`config.mk`:
```
export PLATFORM = sky130hd
export DESIGN_NAME = universal_shift_reg
export DESIGN_NICKNAME = d
export VERILOG_FILES = /design/src/rtl/usr_pkg.sv /design/src/rtl/usr_step_ctr.sv /design/src/rtl/universal_shift_reg.sv
export SDC_FILE = /design/constraint.sdc
export NUM_CORES = 1
export LEC_CHECK = 0
export ABC_AREA = 1
export BUFFER_PORTS_ARGS = -buffer_cell sky130_fd_sc_hd__buf_2
export CORE_ASPECT_RATIO = 1.25
export CORE_MARGIN = 2
export CORE_UTILIZATION = 55
export DETAILED_ROUTE_END_ITERATION = 10
export GPL_TIMING_DRIVEN = 0
export PLACE_DENSITY = 0.77
export SYNTH_ARGS = -nofsm -noshare
export SYNTH_HDL_FRONTEND = slang
export SYNTH_HIERARCHICAL = 1
export SYNTH_SLANG_ARGS = --single-unit
```
`constraint.sdc`:
```
create_clock -name Clk -period 1.8 [get_ports Clk]
set_input_delay 0.27 -clock Clk [delete_from_list [all_inputs] [get_ports Clk]]
set_output_delay 0.27 -clock Clk [all_outputs]
set_load 0.05 [all_outputs]
```
`src/rtl/usr_pkg.sv`:
```
// Shared types for the universal shift register: operating modes, FSM states
// and a helper that identifies modes usable by the multi-step sequencer.
package usr_pkg;

    typedef enum logic [2:0] {
        MODE_HOLD  = 3'd0,
        MODE_LOAD  = 3'd1,
        MODE_SHL   = 3'd2,
        MODE_SHR   = 3'd3,
        MODE_ROTL  = 3'd4,
        MODE_ROTR  = 3'd5,
        MODE_CNTUP = 3'd6,
        MODE_CNTDN = 3'd7
    } mode_t;

    typedef logic [0:0] state_t;
    localparam state_t IDLE = 1'b0;
    localparam state_t RUN  = 1'b1;

    function automatic logic is_seq_mode(input mode_t m);
        return (m == MODE_SHL) || (m == MODE_SHR) || (m == MODE_ROTL) || (m == MODE_ROTR);
    endfunction

endpackage

```
`src/rtl/usr_step_ctr.sv`:
```
// Loadable down-counter holding the remaining sequencer steps; the zero flag
// marks the final step.
module usr_step_ctr #(
    parameter int AW = 4
) (
    input  logic          clk,
    input  logic          rst,
    input  logic          load,
    input  logic [AW-1:0] load_val,
    input  logic          dec,
    input  logic          clear,
    output logic [AW-1:0] cnt,
    output logic          zero
);

    logic [AW-1:0] cnt_d;
    logic [AW-1:0] cnt_q;

    always_comb begin
        cnt_d = cnt_q;
        if (clear) begin
            cnt_d = '0;
        end else if (load) begin
            cnt_d = load_val;
        end else if (dec && (cnt_q != '0)) begin
            cnt_d = cnt_q - AW'(1);
        end
    end

    always_ff @(posedge clk or posedge rst) begin
        if (rst) begin
            cnt_q <= '0;
        end else begin
            cnt_q <= cnt_d;
        end
    end

    assign cnt  = cnt_q;
    assign zero = (cnt_q == '0);

endmodule

```
`src/rtl/universal_shift_reg.sv`:
```
// WIDTH-bit register with load/shift/rotate/count modes and a multi-step
// shift/rotate sequencer started by a single Start pulse.
module universal_shift_reg
    import usr_pkg::*;
#(
    parameter int               WIDTH   = 8,
    parameter logic [WIDTH-1:0] CLR_VAL = '0,
    localparam int              AW      = $clog2(WIDTH + 1)
) (
    input  logic             Clk,
    input  logic             Clr,
    input  logic             Set,
    input  logic             En,
    input  logic [2:0]       Mode,
    input  logic [WIDTH-1:0] D,
    input  logic             Sin,
    input  logic             Start,
    input  logic [AW-1:0]    Amount,
    output logic [WIDTH-1:0] Q,
    output logic             SoutL,
    output logic             SoutR,
    output logic             Busy,
    output logic             Done,
    output logic             Wrap
);

    // Result is {wrap, next_q}; wrap flags a count crossing the modulus.
    function automatic logic [WIDTH:0] step_fn(input mode_t m, input logic [WIDTH-1:0] q,
                                               input logic [WIDTH-1:0] d, input logic sin);
        logic [WIDTH:0] r;
        r = {1'b0, q};
        case (m)
            MODE_HOLD:  r = {1'b0, q};
            MODE_LOAD:  r = {1'b0, d};
            MODE_SHL:   r = {1'b0, q[WIDTH-2:0], sin};
            MODE_SHR:   r = {1'b0, sin, q[WIDTH-1:1]};
            MODE_ROTL:  r = {1'b0, q[WIDTH-2:0], q[WIDTH-1]};
            MODE_ROTR:  r = {1'b0, q[0], q[WIDTH-1:1]};
            MODE_CNTUP: r = {(q == '1), q + WIDTH'(1)};
            MODE_CNTDN: r = {(q == '0), q - WIDTH'(1)};
            default:    r = {1'b0, q};
        endcase
        return r;
    endfunction

    mode_t            mode_in;
    state_t           state_d, state_q;
    mode_t            op_d, op_q;
    logic [WIDTH-1:0] q_d, q_q;
    logic             done_d, done_q;
    logic             wrap_d, wrap_q;
    logic [AW-1:0]    step_cnt;
    logic             ctr_load, ctr_dec, ctr_clear, ctr_zero;
    logic [AW-1:0]    ctr_cnt;
    logic [WIDTH:0]   seq_res, single_res;

    assign mode_in = mode_t'(Mode);

    // Shifts past WIDTH steps are indistinguishable, so their count saturates.
    always_comb begin
        step_cnt = Amount;
        if ((mode_in == MODE_SHL) || (mode_in == MODE_SHR)) begin
            if (Amount > AW'(WIDTH)) begin
                step_cnt = AW'(WIDTH);
            end
        end
    end

    assign seq_res    = step_fn(op_q, q_q, D, Sin);
    assign single_res = step_fn(mode_in, q_q, D, Sin);

    always_comb begin
        state_d   = state_q;
        op_d      = op_q;
        q_d       = q_q;
        done_d    = 1'b0;
        wrap_d    = 1'b0;
        ctr_load  = 1'b0;
        ctr_dec   = 1'b0;
        ctr_clear = 1'b0;
        if (Set) begin
            q_d       = '1;
            state_d   = IDLE;
            ctr_clear = 1'b1;
        end else if (state_q == RUN) begin
            q_d     = seq_res[WIDTH-1:0];
            ctr_dec = 1'b1;
            if (ctr_zero) begin
                state_d = IDLE;
                done_d  = 1'b1;
            end
        end else if (Start && is_seq_mode(mode_in)) begin
            op_d = mode_in;
            if (step_cnt == '0) begin
                done_d = 1'b1;
            end else begin
                state_d  = RUN;
                ctr_load = 1'b1;
            end
        end else if (En) begin
            q_d    = single_res[WIDTH-1:0];
            wrap_d = single_res[WIDTH];
        end
    end

    // The counter holds steps remaining after the current one, so zero marks the last.
    usr_step_ctr #(
        .AW(AW)
    ) u_step_ctr (
        .clk      (Clk),
        .rst      (Clr),
        .load     (ctr_load),
        .load_val (step_cnt - AW'(1)),
        .dec      (ctr_dec),
        .clear    (ctr_clear),
        .cnt      (ctr_cnt),
        .zero     (ctr_zero)
    );

    always_ff @(posedge Clk or posedge Clr) begin
        if (Clr) begin
            state_q <= IDLE;
            op_q    <= MODE_HOLD;
            q_q     <= CLR_VAL;
            done_q  <= 1'b0;
            wrap_q  <= 1'b0;
        end else begin
            state_q <= state_d;
            op_q    <= op_d;
            q_q     <= q_d;
            done_q  <= done_d;
            wrap_q  <= wrap_d;
        end
    end

    assign Q     = q_q;
    assign SoutL = q_q[WIDTH-1];
    assign SoutR = q_q[0];
    assign Busy  = (state_q == RUN);
    assign Done  = done_q;
    assign Wrap  = wrap_q;

    logic unused_ok;
    assign unused_ok = ^ctr_cnt;

endmodule

```
==> flow_summary.ini <==
[status]
status = completed

[layout]
layout.nets = 423
finalNonFillerCells = 451
antenna_cells = 0
layout-drive-gt1-share_pct = 23.5
area_delta_synth_final_pct = 14.3

[logic_synthesis]
netlist_area_um2 = 2280
postSynthCellCount = 361
syn_avg_cell_area_um2 = 6.32
synth_nets = 388
ys_seq_elements = 18
yosys_warnings = 6
synth_cell_types = 41
seq_area_frac_synth_pct = 19.7

[hold_path]
hold_path.class = in -> reg
hold_depth = 2

[setup_path]
crit_type = reg -> reg
ff2ff_path_depth = 9
r2r-start = Q[0]
r2r_end = Q[1]
crit_arrival_ns = 1.83
crit_end = Q[1]
rrSetupSlack_ns = 0.12
cp-start-kind = register
critPathSlowestCell = dfrtp_2
critPathMaxStageDelay_ns = 0.53
cp-end-kind = register
crit_buf_inv = 2
crit_path_cell_trace = inv_4 > ha_1 > inv_1 > nand4_1 > o21ai_0 > nor2_1 > nand3_1 > nand3_2 > nand2_1
path_delay_family = flip-flops
cp_max_fo = 11
cp.depth = 9
startpoint = Q[0]
cp.required_ns = 1.95

[pwr]
sw_frac_of_total_pct = 53.2
clkPwrFrac_pct = 14.6
p_leak_uw = 0.00128
share_comb_of_total_power_pct = 61.7
finalPower_uw = 2340
ir_worst_vdd_uv = 489
power_frac_seq_pct = 23.6
switchingPower_uw = 1250
p_int_uw = 1100
powerDensity_nw_per_um2 = 898

[global_routing]
grt_start_max_net_pins = 15
gr-total-overflow = 0
grt_pass1_vias = 2438
antenna_found_initial = 0
grt_pass1_wl_um = 11000
track_usage_pct = 30.1

[sta]
rsz0062_at_grt = true
worst_slew_pin_slew_ns = 0.588
timing.fmax_mhz = 594
fin_worst_skew_ns = 0.00951
drv_slew = 0
hold_viol = 0
final-setup-viol-count = 0
post-route-period-util_pct = 93.6
fin_crit_ns = 1.68
slew_headroom_pct = 60.8
worst_hold_slack_ns = 0.297

[detailed_routing]
drt-wirelength-per-cell_um = 14.5
routed-via-count = 2560
vias_per_cell = 5.68
drt_pass1_iterations = 5
finalWirelength_um = 6540
drc = 0
first_iter_violations = 245
postRouteAntennaNets = 0

[clock_network]
cts.sinks = 18
numCtsBuffers = 3
clockBufferDepth = 2
cts_tree = done
cts_max_level = 1
clockRootBuffer = clkbuf_8
worstSkewPairLatency_ns = 0.26
path_clk_slew_ns = 0.08
post_cts_buffers = 0

[floorplanning]
die_height_um = 76.0
core_area_um2 = 4030
die_width_um = 61.6
dieArea_um2 = 4680
initial_utilization_pct = 56.6
ioPinCount = 34
fp-row-count = 26

[run]
max-cap-violations = 0

[placed_design]
placed_cells = 447
gp_congestion = 0.971
portBuffers = 30
dp_hpwl_um = 5020
-- power by group through the flow --
stage / sequential [uW] / combinational, uW / clock, uW
3_3_place_gp: 542 / 1400 / 0
4_1_cts: 537 / 1430 / 347
2_1_floorplan: 694 / 937 / 0
6_report: 553 / 1450 / 343
3_5_place_dp: 545 / 1420 / 0
5_1_grt: 566 / 1570 / 376
-- sequential cells by signal, indices dropped and copies added, names as in the netlist --
register	count
Done	1
u_step_ctr/cnt	4
Busy	1
Q	8
Wrap	1
op_q	3
-- kinds of logic (layout without fill, tap and decap cells) --
kind of cell    count (synthesis)  count (layout)  share of synthesized area [%]
fa+ha+maj                       6               6                           3.29
flops                          18              18                           19.7
simple gates                  243             243                           54.2
mux                             1               1                          0.439
xor+xnor                        5               5                           1.92
buf+inv                        59              93                           12.9
compound gates                 29              29                           7.46
-- through the flow --
stage	area (um^2)	TNS, ns	worst slack (ns)	utilization (%)
finish	2610	0	0.115	64.7
floorplan	2290	0	0.0209	-
global placement	2510	-0.620	-0.173	62.3
CTS	2580	0	0.0382	64.1
global route	2610	-0.105	-0.0424	64.7
detailed placement	2510	-0.767	-0.201	62.3
-- cells in the mapped netlist (all sizes together) --
cell / n / area, um^2
a21boi: 1 / 7.51
a21oi: 9 / 45.0
a22o: 1 / 8.76
and2: 2 / 12.5
and3: 1 / 6.26
buf: 15 / 114
clkbuf: 3 / 11.3
clkinv: 1 / 5.00
dfrtp: 18 / 450
ha: 6 / 75.1
inv: 40 / 165
mux2i: 1 / 10.0
nand2: 114 / 463
nand3: 59 / 385
nand3b: 2 / 15.0
nand4: 24 / 150
nor2: 35 / 151
nor3: 5 / 47.5
o21a: 1 / 7.51
o21ai: 13 / 72.6
o22ai: 2 / 12.5
o31ai: 1 / 7.51
o32ai: 1 / 8.76
or2: 1 / 6.26
xnor2: 1 / 8.76
xor2: 4 / 35.0
-- layout by cell type, fill, tap and decap left out, drive strengths merged, types with 2 or more instances in the layout --
cell | netlist | final
nand2 | 114 | 114
nand3 | 59 | 59
buf | 15 | 44
inv | 40 | 40
nor2 | 35 | 35
nand4 | 24 | 24
dfrtp | 18 | 18
o21ai | 13 | 13
a21oi | 9 | 9
clkbuf | 3 | 7
ha | 6 | 6
nor3 | 5 | 5
xor2 | 4 | 4
o22ai | 2 | 2
nand3b | 2 | 2
and2 | 2 | 2
-- layout make-up --
type	count	area (um^2)
Sequential cell	18	452
Fill cell	400	1430
Clock buffer	4	55.1
Tap cell	56	70.1
Timing Repair Buffer	31	160
Inverter	41	173
Buffer	17	124
Multi-Input combinational cell	284	1580
-- how the worst min path moves through the flow --
stage	from	endpoint	slack, ns
4_1_cts	Set	Busy	0.29
3_3_place_gp	Clr	u_step_ctr/cnt[3]	0.16
6_report	Set	Busy	0.30
3_5_place_dp	Clr	u_step_ctr/cnt[3]	0.16
2_1_floorplan	Clr	u_step_ctr/cnt[0]	0.04
5_1_grt	Set	Busy	0.31
-- what timing repair did --
| action | 4_1_cts | 5_1_grt |
|---|---|---|
| endpoints found under the hold margin | 4 | 0 |
| gates resized for setup | 2 | 6 |
| pin swaps | 0 | 0 |
| hold buffers | 1 | 0 |
| gates cloned | 0 | 0 |
| setup endpoints to repair | 1 | 7 |
-- metal layers --
metal / up-vias / part of all wire (%) / GRT usage (%)
met5: - / 0 / 0
met4: 0 / 3.3 / 13.0
met3: 20 / 7.8 / 3.06
met2: 120 / 50 / 48.7
met1: 1158 / 39 / 39.4
li1: 1262 / - / -
(Power assumes the default switching activity.)
